===== src/rtl/fetch_controller.sv =====
// ============================================================================
// fetch_controller : single-outstanding instruction fetch sequencer
//   (PC ownership, imem handshake, IR load, redirect/discard, timeout)
// Revision: 1.0
// ============================================================================
`default_nettype none

module fetch_controller #(
  parameter int          XLEN        = 32,
  parameter logic [XLEN-1:0] RESET_PC = '0,
  parameter int          TIMEOUT_CYC = 255
) (
  input  logic            clk,
  input  logic            rst,
  output logic            imem_req_valid,
  input  logic            imem_req_ready,
  output logic [XLEN-1:0] imem_req_addr,
  input  logic            imem_rsp_valid,
  input  logic [31:0]     imem_rsp_data,
  output logic            ir_load,
  output logic [31:0]     ir_data,
  output logic            instr_valid,
  output logic [XLEN-1:0] instr_pc,
  input  logic            core_ready,
  input  logic            redirect_valid,
  input  logic [XLEN-1:0] redirect_pc,
  output logic            fetch_err,
  input  logic            err_clear
);

  localparam int TMR_W = $clog2(TIMEOUT_CYC + 1);
  localparam logic [TMR_W-1:0] TMR_LAST = TMR_W'(TIMEOUT_CYC - 1);

  typedef enum logic [2:0] {
    S_IDLE  = 3'd0,
    S_REQ   = 3'd1,
    S_WAIT  = 3'd2,
    S_FULL  = 3'd3,
    S_DRAIN = 3'd4
  } state_t;

  state_t            state_q, state_d;
  logic [XLEN-1:0]   pc_q, pc_d;
  logic [XLEN-1:0]   instr_pc_q, instr_pc_d;
  logic [TMR_W-1:0]  timer_q, timer_d;
  logic              instr_valid_q, instr_valid_d;
  logic              fetch_err_q, fetch_err_d;

  logic [XLEN-1:0]   w_target;
  logic              w_hs;

  assign w_target = redirect_pc & ~XLEN'(3);
  assign w_hs     = (state_q == S_REQ) && imem_req_ready;

  always_ff @(posedge clk or posedge rst) begin
    if (rst) begin
      state_q       <= S_IDLE;
      pc_q          <= RESET_PC;
      instr_pc_q    <= '0;
      timer_q       <= '0;
      instr_valid_q <= 1'b0;
      fetch_err_q   <= 1'b0;
    end else begin
      state_q       <= state_d;
      pc_q          <= pc_d;
      instr_pc_q    <= instr_pc_d;
      timer_q       <= timer_d;
      instr_valid_q <= instr_valid_d;
      fetch_err_q   <= fetch_err_d;
    end
  end

  always_comb begin
    state_d       = state_q;
    pc_d          = pc_q;
    instr_pc_d    = instr_pc_q;
    timer_d       = timer_q;
    instr_valid_d = instr_valid_q;
    fetch_err_d   = fetch_err_q && !err_clear;
    ir_load       = 1'b0;

    case (state_q)
      S_IDLE: begin
        if (redirect_valid) pc_d = w_target;
        if (!fetch_err_q || err_clear) state_d = S_REQ;
      end
      S_REQ: begin
        if (redirect_valid) pc_d = w_target;
        // An accepted request under redirect is already in flight; drain its response.
        if (w_hs) begin
          state_d = redirect_valid ? S_DRAIN : S_WAIT;
          timer_d = '0;
        end
      end
      S_WAIT: begin
        if (redirect_valid) begin
          pc_d          = w_target;
          instr_valid_d = 1'b0;
          timer_d       = '0;
          state_d       = imem_rsp_valid ? S_REQ : S_DRAIN;
        end else if (imem_rsp_valid) begin
          ir_load       = 1'b1;
          instr_pc_d    = pc_q;
          pc_d          = pc_q + XLEN'(4);
          instr_valid_d = 1'b1;
          state_d       = S_FULL;
        end else if (timer_q == TMR_LAST) begin
          fetch_err_d   = 1'b1;
          instr_valid_d = 1'b0;
          state_d       = S_IDLE;
        end else begin
          timer_d = timer_q + TMR_W'(1);
        end
      end
      S_FULL: begin
        if (redirect_valid) pc_d = w_target;
        if (redirect_valid || core_ready) begin
          instr_valid_d = 1'b0;
          state_d       = S_REQ;
        end
      end
      S_DRAIN: begin
        if (redirect_valid) pc_d = w_target;
        if (imem_rsp_valid) begin
          state_d = S_REQ;
        end else if (timer_q == TMR_LAST) begin
          fetch_err_d   = 1'b1;
          instr_valid_d = 1'b0;
          state_d       = S_IDLE;
        end else begin
          timer_d = timer_q + TMR_W'(1);
        end
      end
      default: state_d = S_IDLE;
    endcase
  end

  assign imem_req_valid = (state_q == S_REQ);
  assign imem_req_addr  = (state_q == S_REQ) ? pc_q : '0;
  assign ir_data        = imem_rsp_data;
  assign instr_valid    = instr_valid_q;
  assign instr_pc       = instr_pc_q;
  assign fetch_err      = fetch_err_q;

endmodule

`default_nettype wire


===== config.mk =====
export PLATFORM = sky130hd
export DESIGN_NAME = fetch_controller
export DESIGN_NICKNAME = d
export VERILOG_FILES = /design/src/rtl/fetch_controller.sv
export SDC_FILE = /design/constraint.sdc
export NUM_CORES = 1
export LEC_CHECK = 0
export CORE_ASPECT_RATIO = 1.1
export CORE_MARGIN = 4
export CORE_UTILIZATION = 45
export CTS_CLUSTER_DIAMETER = 80
export DETAILED_ROUTE_END_ITERATION = 10
export PLACE_DENSITY = 0.78
export SETUP_SLACK_MARGIN = 0.3
export SLEW_MARGIN = 10
export SYNTH_ARGS = -nofsm -noshare
export SYNTH_HDL_FRONTEND = slang
export SYNTH_SLANG_ARGS = --single-unit

===== constraint.sdc =====
create_clock -name clk -period 2.2 [get_ports clk]
set_input_delay 0.22 -clock clk [delete_from_list [all_inputs] [get_ports clk]]
set_output_delay 0.22 -clock clk [all_outputs]
set_load 0.01 [all_outputs]

== Yosys cells after proc, flatten, opt, wreduce, memory -nomap -nowiden ==
Index checks and enable logic that the tools add are counted.
Cells by class
  reduce and logical (&&, ||, !) cells: 16
  add/subtract/negate cells: 2
  equal/unequal tests: 11
  mux-type cells: 33
  bitwise gates (word level): 1
Operators by type and width (number)
  32-bit 2-to-1 mux: 4
  32-bit case mux with 2 select lines: 1
  32-bit by 3-bit adder with 32-bit output, second input constant: 1
  8-bit 2-to-1 mux: 4
  3-bit 2-to-1 mux: 9
  8-bit case mux with 3 select lines: 1
  3-bit case mux with 5 select lines: 1
  3-bit AND reduction: 4
  1-bit 2-to-1 mux: 11
  8-bit by 1-bit adder with 8-bit output, second input constant: 1
  8-bit == test, second input constant: 1
  3-bit by 2-bit == test with 1-bit output, second input constant: 2
  2-bit != test, second input constant: 3
  3-bit nonzero test: 2
  2-bit by 1-bit != test with 1-bit output, second input constant: 2
  4-bit OR reduction: 1
  3-bit by 1-bit == test with 1-bit output, second input constant: 1
  3-bit == test, second input constant: 1
  3-bit zero test: 1
  3-bit != test, second input constant: 1
  1-bit case mux with 3 select lines: 1
  1-bit logical AND: 2
  1-bit zero test: 2
  1-bit logical OR: 2
  4 further kinds: 4
Storage, ports and cells
  bits of input ports: 71
  word-level logic and storage cells: 69
  flip-flop bits (word level): 77
  output and inout port bits: 100

== Logic depth before layout (Yosys ltp) ==
Gate-level depths: netlist of the first run.
  word-level depth: 6
  mapped depth: 8
  depth with buffers taken out: 6

== Worst setup path after synthesis of the first run ==
OpenSTA, ideal clock, no wires.
  path type: register -> register
  from: register pc_q[2]
  to: register pc_q[26]
  path buffers: 1
  data arrival time: 1679 ps
  required time: 2129 ps
  library setup time: 71 ps
  setup slack: 450 ps
  cell stages (with the launch flop): 8
  period minus slack after synthesis: 1750 ps
  cell sequence: dfrtp_1 -> ha_1 -> and3_1 -> buf_2 -> and4_4 -> nand4_1 -> or4_1 -> nand4_1
On the way
  longest elaborated chain between the ends: 4
RTL lines
  start, declared: RTL line 43  | logic [XLEN-1:0] pc_q, pc_d;
  start signal, assigned: RTL line 65  | pc_q <= pc_d;
  32-bit by 3-bit adder with 32-bit output: RTL line 104  | pc_d = pc_q + XLEN'(4);
  32-bit 2-to-1 mux: RTL line 101  | end else if (imem_rsp_valid) begin
  32-bit 2-to-1 mux: RTL line 96  | if (redirect_valid) begin
  32-bit case mux with 2 select lines: RTL line 82  | case (state_q)
No other way between the ends. The select of a mux whose other input is x is not followed.
A chain may end at the register's enable or synchronous reset.

== Worst setup path in the final report of the first run ==
  from: register state_q[2]
  to: output imem_req_addr[11]
On the way
  longest elaborated chain between the ends: 2
RTL lines
  start, declared: RTL line 42  | state_t state_q, state_d;
  start signal, assigned: RTL line 64  | state_q <= state_d;
  3-bit by 1-bit == test with 1-bit output: RTL line 139  | assign imem_req_addr = (state_q == S_REQ) ? pc_q : '0;
  32-bit 2-to-1 mux: RTL line 139
  end, declared: RTL line 17  | output logic [XLEN-1:0] imem_req_addr,
No other way between the ends.

==> summary.md, run 1 <==
| Metric | Value |
|---|---|
| WL met2 | `6.937 mm` |
| Top cells by count, synth | `126 x nand2_1, 73 x dfrtp_1, 37 x a21oi_1, 37 x buf_4, 33 x nor2_1` |
| Die Ht | `113.7 um` |
| Max cap viols | `0` |
| Switching Power | `3.674 mW` |
| CTS tree | `done` |
| Synth top area share | `39.97%` |
| Number of synthesized register bits | `73` |
| Post-Route WL | `13.90 mm` |
| Clock Power Share | `14.3%` |
| Rel. slew slack | `55.20%` |
| CP Launch Type | `register` |
| Ant diodes | `0` |
| Core area | `9889 sq um` |
| Pwr dens | `1487 nW/um^2` |
| Final setup viols | `0` |
| Async S/R FF share, synth | `100.0%` |
| CTS Sinks | `73` |
| Fin crit share | `87.39%` |
| Outcome | `finished clean` |
| DR iter-0 viols | `421` |
| FF-to-FF setup slack | `0.32 ns` |
| Dpl ws | `-0.03986 ns` |
| Internal | `5.574 mW` |
| Vias in the first global route | `4,330` |
| Max Used Layer | `met4` |
| Sequential fraction of the synthesis area | `39.97%` |
| CP Data Required Time | `1.98 ns` |
| Detail Placement HPWL | `9.073 mm` |
| # IOs | `171` |
| Gate power share | `57.7%` |
| Buffers on Ports | `100` |
| Wire length on met1 | `5.764 mm` |
| Slew Viols, Final | `0` |
| GRT Overall Usage | `22.59%` |
| Top FF cell, synth | `dfrtp_1` |
| DRC | `0` |
| Die X | `104.1 um` |
| Die area | `11,840 sq um` |
| Initial antenna violation count | `0` |
| Overflow after GRT | `0` |
| RSZ-0062 raised after global routing | `yes` |
| Share of layout cells above drive strength 1 | `23.92%` |
| DR vias | `4,560` |
| Critical Path End Type | `output pin` |
| R2r startpoint | `state_q[1]` |
| Area leader, netlist | `dfrtp_1` |
| Synth warn | `0` |
| Achievable Freq | `520.1 MHz` |
| Hold-fix buffers, CTS | `0` |
| Post-synth EDFFs | `0` |
| Starting density of the core | `46.22%` |
| Syn_area_per_cell | `8.176 sq um` |
| Most frequent cell after synthesis | `nand2_1` |
| Clock Latency Late Sink | `0.36 ns` |
| Layout Nets | `738` |
| Crit path to | `imem_req_addr[11]` |
| Seq pwr share | `28.1%` |
| Sw frac | `39.73%` |
| Drt pass-1 iters | `5` |
| Final hold violation count | `0` |
| First-pass GRT wire length | `21.84 mm` |
| Tot Pwr | `9.249 mW` |
| Skew final | `0.01126 ns` |
| Final setup margin | `0.2775 ns` |
| Vias per inst | `5.779` |
| Clock buffer depth | `2` |
| TNS Setup | `0 ns` |
| Synth Cell Area | `4571 sq um` |
| Worst-path maximum fanout | `5` |
| Hold Path Class | `input pin to asynchronous set/reset pin` |
| Leak pwr | `2.790 nW` |
| Post-placement cell area | `5542 sq um` |
| Cts bufs inserted | `9` |
| Critical Path AT | `1.70 ns` |
| Synth-to-Final Area Change | `36.11%` |
| FF-to-FF path depth | `7` |
| Largest net degree at the start of global routing | `51` |
| Final min period | `1.923 ns` |
| Setup CP Type | `register to output pin` |
| Met3 WL | `960 um` |
| WHS | `0.2968 ns` |
| Avg WL per Cell | `17.61 um` |
| Cells after DPL | `738` |
| Fin util | `62.90%` |
| GPL Wtd Cong | `0.8679` |
| Post-route non-filler standard cell count | `789` |
| Htree depth | `3` |
| Row count | `38` |
| Worst setup path startpoint | `state_q[2]` |
| Reg-to-Reg End | `timer_q[6]` |
| CTS clk-pin slew, worst paths | `0.08 ns` |
| Peak VDD IR | `0.6717 mV` |
| Root buffer cell | `clkbuf_8` |
| Largest cells by area after synthesis | `dfrtp_1 40%, nand2_1 10%, buf_4 6.1%` |
| Final ANT Viol Nets | `0` |
| Distinct cells, synth | `67` |
| Slew @ Worst Pin | `0.6707 ns` |
| Post-Layout Inst Area | `6221 sq um` |
| Gate Count Post-Synth | `559` |
[area by class of cell]
type | instances | area (sq um)
fillers | 808 | 3669
multi-input cells | 408 | 2354
flip-flops and latches | 73 | 1833
well taps | 120 | 150.1
repair buffers | 166 | 1614
inverters | 6 | 26.28
clock buffers | 11 | 141.4
clock inverters | 5 | 102.6
[state kept, by name, indices dropped and copies added, names as in the netlist]
| name | count |
|---|---|
| fetch_err | 1 |
| instr_pc | 30 |
| instr_valid | 1 |
| pc_q | 30 |
| state_q | 3 |
| timer_q | 8 |
[logic make-up (layout without fill, tap and decap cells)]
group	Yosys count	in the layout	synth area share, %
and+or+nand+nor	289	289	31.65
AOI/OAI and AO/OA	109	109	15.69
buffers and inverters	81	188	11.20
DFF	73	73	39.97
adders and majority gates	3	3	0.8213
xor gates and xnor gates	2	2	0.3833
other	1	4	0.08205
muxes	1	1	0.2190
[how the worst min path moves through the flow]
stage / startpoint / to / slack [ns]
after floorplan: err_clear / fetch_err / 0.31
after global placement: imem_rsp_data[2] / ir_data[2] / 0.44
after detailed placement: imem_rsp_data[2] / ir_data[2] / 0.44
after CTS: rst / instr_pc[20] / 0.32
after global routing: rst / instr_pc[20] / 0.34
final: rst / instr_pc[20] / 0.30
[power groups by stage]
stage	clock (mW)	sequential (mW)	combinational, mW
2_1_floorplan	0	2.50	2.44
3_3_place_gp	0	2.54	4.22
3_5_place_dp	0	2.57	4.33
4_1_cts	1.33	2.57	4.63
5_1_grt	1.39	2.68	5.73
6_report	1.32	2.59	5.34
[timing repair]
action / 4_1_cts / 5_1_grt
cloned: 3 / 2
setup buffers: 15 / 15
resized for setup: 123 / 72
pin swaps: 2 / 8
endpoints found under the setup margin: 38 / 50
[critical path, stage by stage, from the launching register on]
cell	delay, ns
dfrtp_2	0.43
buf_4	0.15
nor2_4	0.20
buf_6	0.14
buf_6	0.10
buf_6	0.10
and2_4	0.13
buf_6	0.09
[cell usage in the layout, fill, tap and decap left out, drive strengths merged, types with 7 or more instances in the layout]
cell / synthesis / layout
nand2: 126 / 126
buf: 58 / 88
dfrtp: 73 / 73
clkdlybuf4s50: 0 / 68
a21oi: 37 / 37
nor2: 34 / 34
and2: 32 / 32
nand3: 20 / 20
o21ai: 20 / 20
clkbuf: 17 / 19
nand4: 17 / 17
nor3: 14 / 14
and3: 9 / 9
a31oi: 8 / 8
and4: 7 / 7
[layer usage]
metal | up-vias | global-route usage, %
li1 | 2113 | -
met2 | 221 | 38.40
met3 | 24 | 5.320
met5 | - | 0
met4 | 0 | 6.294
met1 | 2202 | 29.04
No activity file was read; power rests on OpenSTA's default activity.
==> inputs of run 2 (changes only) <==
--- a/config.mk
+++ b/config.mk
@@ -10,7 +10,7 @@
 export CORE_UTILIZATION = 45
 export CTS_CLUSTER_DIAMETER = 80
 export DETAILED_ROUTE_END_ITERATION = 10
-export PLACE_DENSITY = 0.78
+export DONT_BUFFER_PORTS = 1
 export SETUP_SLACK_MARGIN = 0.3
 export SLEW_MARGIN = 10
 export SYNTH_ARGS = -nofsm -noshare
==> run 2 against run 1 <==
Net effect:
- worst setup slack better by 0.046 ns
- clock-buffer cell count stayed put
- total power is 21% lower
- core utilization is 12 points lower
- critical path depth is 1 lower
- largest cell class unchanged
==> summary.md, run 2 (synthesis results as in run 1) <==
| Metric | Value |
|---|---|
| Outcome | `finished clean` |
| Reg-to-Reg End | `pc_q[26]` |
| Leak pwr | `2.178 nW (-22%)` |
| Critical path cell sequence | `buf_6 -> nand2b_4 -> nor2_4 -> buf_12 -> clkbuf_16 -> and2_4` |
| Critical Path Stages | `6 (-1)` |
| Overflow after GRT | `0 (unchanged)` |
| Setup CP Type | `register to output pin` |
| FF-to-FF setup slack | `0.36 ns (+0.04 ns)` |
| Peak VDD IR | `0.5155 mV (-23%)` |
| Met3 WL | `785 um (-18%)` |
| Buffers on Ports | `0 (-100%)` |
| Cells after DPL | `630 (-15%)` |
| Htree depth | `3 (unchanged)` |
| Hold Path Class | `input pin to register` |
| Detail Placement HPWL | `8.335 mm (-8.1%)` |
| Worst path bufs/invs | `3 (-2)` |
| Skew final | `0.01034 ns (-0.0009183 ns)` |
| Most frequent cells in the layout | `125 x nand2_1, 66 x dfrtp_1, 36 x a21oi_1` |
| Vias in the first global route | `3,726 (-14%)` |
| Avg WL per Cell | `19.47 um (+11%)` |
| DR iter-0 viols | `277 (-34%)` |
| Crit-path slowest cell | `dfrtp_1` |
| Die area | `11,840 sq um (unchanged)` |
| Achievable Freq | `532.8 MHz (+2.4%)` |
| Core area | `9889 sq um (unchanged)` |
| Largest stage delay on the critical path | `0.44 ns (about the same)` |
| WHS | `0.02397 ns (-0.2728 ns)` |
| DR vias | `3,967 (-13%)` |
| Clock buffer depth | `2 (unchanged)` |
| Worst-path maximum fanout | `7 (+2)` |
| DRC | `0 (unchanged)` |
| Critical Path End Type | `output pin` |
| Root buffer cell | `clkbuf_8` |
| Pwr dens | `1472 nW/um^2 (-0.99%)` |
| Worst setup path startpoint | `state_q[1]` |
| TNS Setup | `0 ns (unchanged)` |
| Die Ht | `113.7 um (unchanged)` |
| Initial antenna violation count | `0 (unchanged)` |
| Fill count | `938 (+16%)` |
| R2r startpoint | `state_q[0]` |
| Slew Viols, Final | `0 (unchanged)` |
| Post-placement cell area | `4483 sq um (-19%)` |
| Post-route non-filler standard cell count | `665 (-16%)` |
| WL met2 | `6.226 mm (-10%)` |
| Crit path to | `imem_req_addr[24]` |
| Fin crit share | `85.32% (-2.1 points)` |
| Fin util | `50.48% (-12 points)` |
| # IOs | `171 (unchanged)` |
| CP Launch Type | `register` |
| Final setup viols | `0 (unchanged)` |
| Tot Pwr | `7.349 mW (-21%)` |
| Drt pass-1 iters | `6 (+1)` |
| CP Data Required Time | `1.98 ns (about the same)` |
| CP delay by family, top | `buffers and inverters` |
| Final setup margin | `0.3230 ns (+0.04557 ns)` |
| GPL Wtd Cong | `0.9168 (+5.6%)` |
| Vias per inst | `5.965 (+3.2%)` |
| First-pass GRT wire length | `19.67 mm (-9.9%)` |
| Largest net degree at the start of global routing | `51 (unchanged)` |
| Slew @ Worst Pin | `0.7481 ns (+0.07749 ns)` |
| Wire length on met1 | `5.638 mm (-2.2%)` |
| Share of layout cells above drive strength 1 | `20.37% (-3.5 points)` |
| CTS Sinks | `73 (unchanged)` |
| Final min period | `1.877 ns (-0.04557 ns)` |
| Cts bufs inserted | `9 (unchanged)` |
| Commonest non-fill, non-tap cell in the layout | `nand2_1` |
| RSZ-0062 raised after global routing | `yes` |
| Post-Route WL | `12.95 mm (-6.8%)` |
| Ant diodes | `0 (unchanged)` |
| Die X | `104.1 um (unchanged)` |
| Max cap viols | `0 (unchanged)` |
| Layout Nets | `615 (-17%)` |
| Rel. slew slack | `50.02% (-5.2 points)` |
| Final hold violation count | `0 (unchanged)` |
| FF-to-FF path depth | `7 (unchanged)` |
| Post-Layout Inst Area | `4992 sq um (-20%)` |
| Final ANT Viol Nets | `0 (unchanged)` |
| Row count | `38 (unchanged)` |
| CTS tree | `done` |
| Dpl ws | `0.2314 ns (+0.2713 ns)` |
| GRT Overall Usage | `20.51% (-2.1 points)` |
| Synth-to-Final Area Change | `9.225%` |
| Max Used Layer | `met4` |
| Starting density of the core | `46.22% (unchanged)` |
| CTS clk-pin slew, worst paths | `0.08 ns (about the same)` |
| Hold path cells | `2` |
| Clock Latency Late Sink | `0.35 ns (about the same)` |
| Critical Path AT | `1.66 ns (-0.04 ns)` |
[run 2: cell count changes in the layout (fill, tap and decap cells not counted), moves of 4 or more]
| cell | change |
|---|---|
| clkdlybuf4s50_1 | -68 |
| and2_1 | -4 |
| buf_4 | -8 |
| clkbuf_2 | -6 |
| dlygate4sd3_1 | +4 |
| and2_4 | +5 |
| buf_2 | -11 |
| buf_6 | -31 |
[run 2: area by class of cell]
class                           instances  area, sq um  area share (%)
Sequential cell                        73         1836           36.77
Tap cell                              120        150.1           3.008
Multi-Input combinational cell        408         2374           47.54
Timing Repair Buffer                   43        441.7           8.847
Clock inverter                          4        20.02          0.4010
Inverter                                6        30.03          0.6015
Clock buffer                           11        141.4           2.832
[run 2: timing repair]
item,4_1_cts,5_1_grt
hold endpoints to repair,31,0
pin swaps,2,3
hold buffers,4,0
endpoints found under the setup margin,34,58
cloned,0,3
gates resized for setup,5,44
buffers inserted,4,9
[run 2: worst min-delay path by stage]
stage | start | to
2_1_floorplan | err_clear | fetch_err
3_3_place_gp | rst | instr_pc[19]
3_5_place_dp | rst | instr_pc[21]
4_1_cts | redirect_pc[13] | pc_q[13]
5_1_grt | redirect_pc[13] | pc_q[13]
6_report | redirect_pc[13] | pc_q[13]
[run 2: per-layer routing]
layer / global-route usage, % / up-vias
met4: 8.511 / 0
met2: 33.07 / 150
met5: 0 / -
li1: - / 1871
met1: 26.71 / 1915
met3: 4.810 / 31
[run 2: report_power, final]
part	switching (mW)	internal [mW]	leakage (nW)	total [mW]
sequential	0.868	1.93	0.895	2.80
combinational	1.94	1.66	1.19	3.60
clock	0.523	0.428	0.0887	0.951
total	3.33	4.02	2.18	7.35
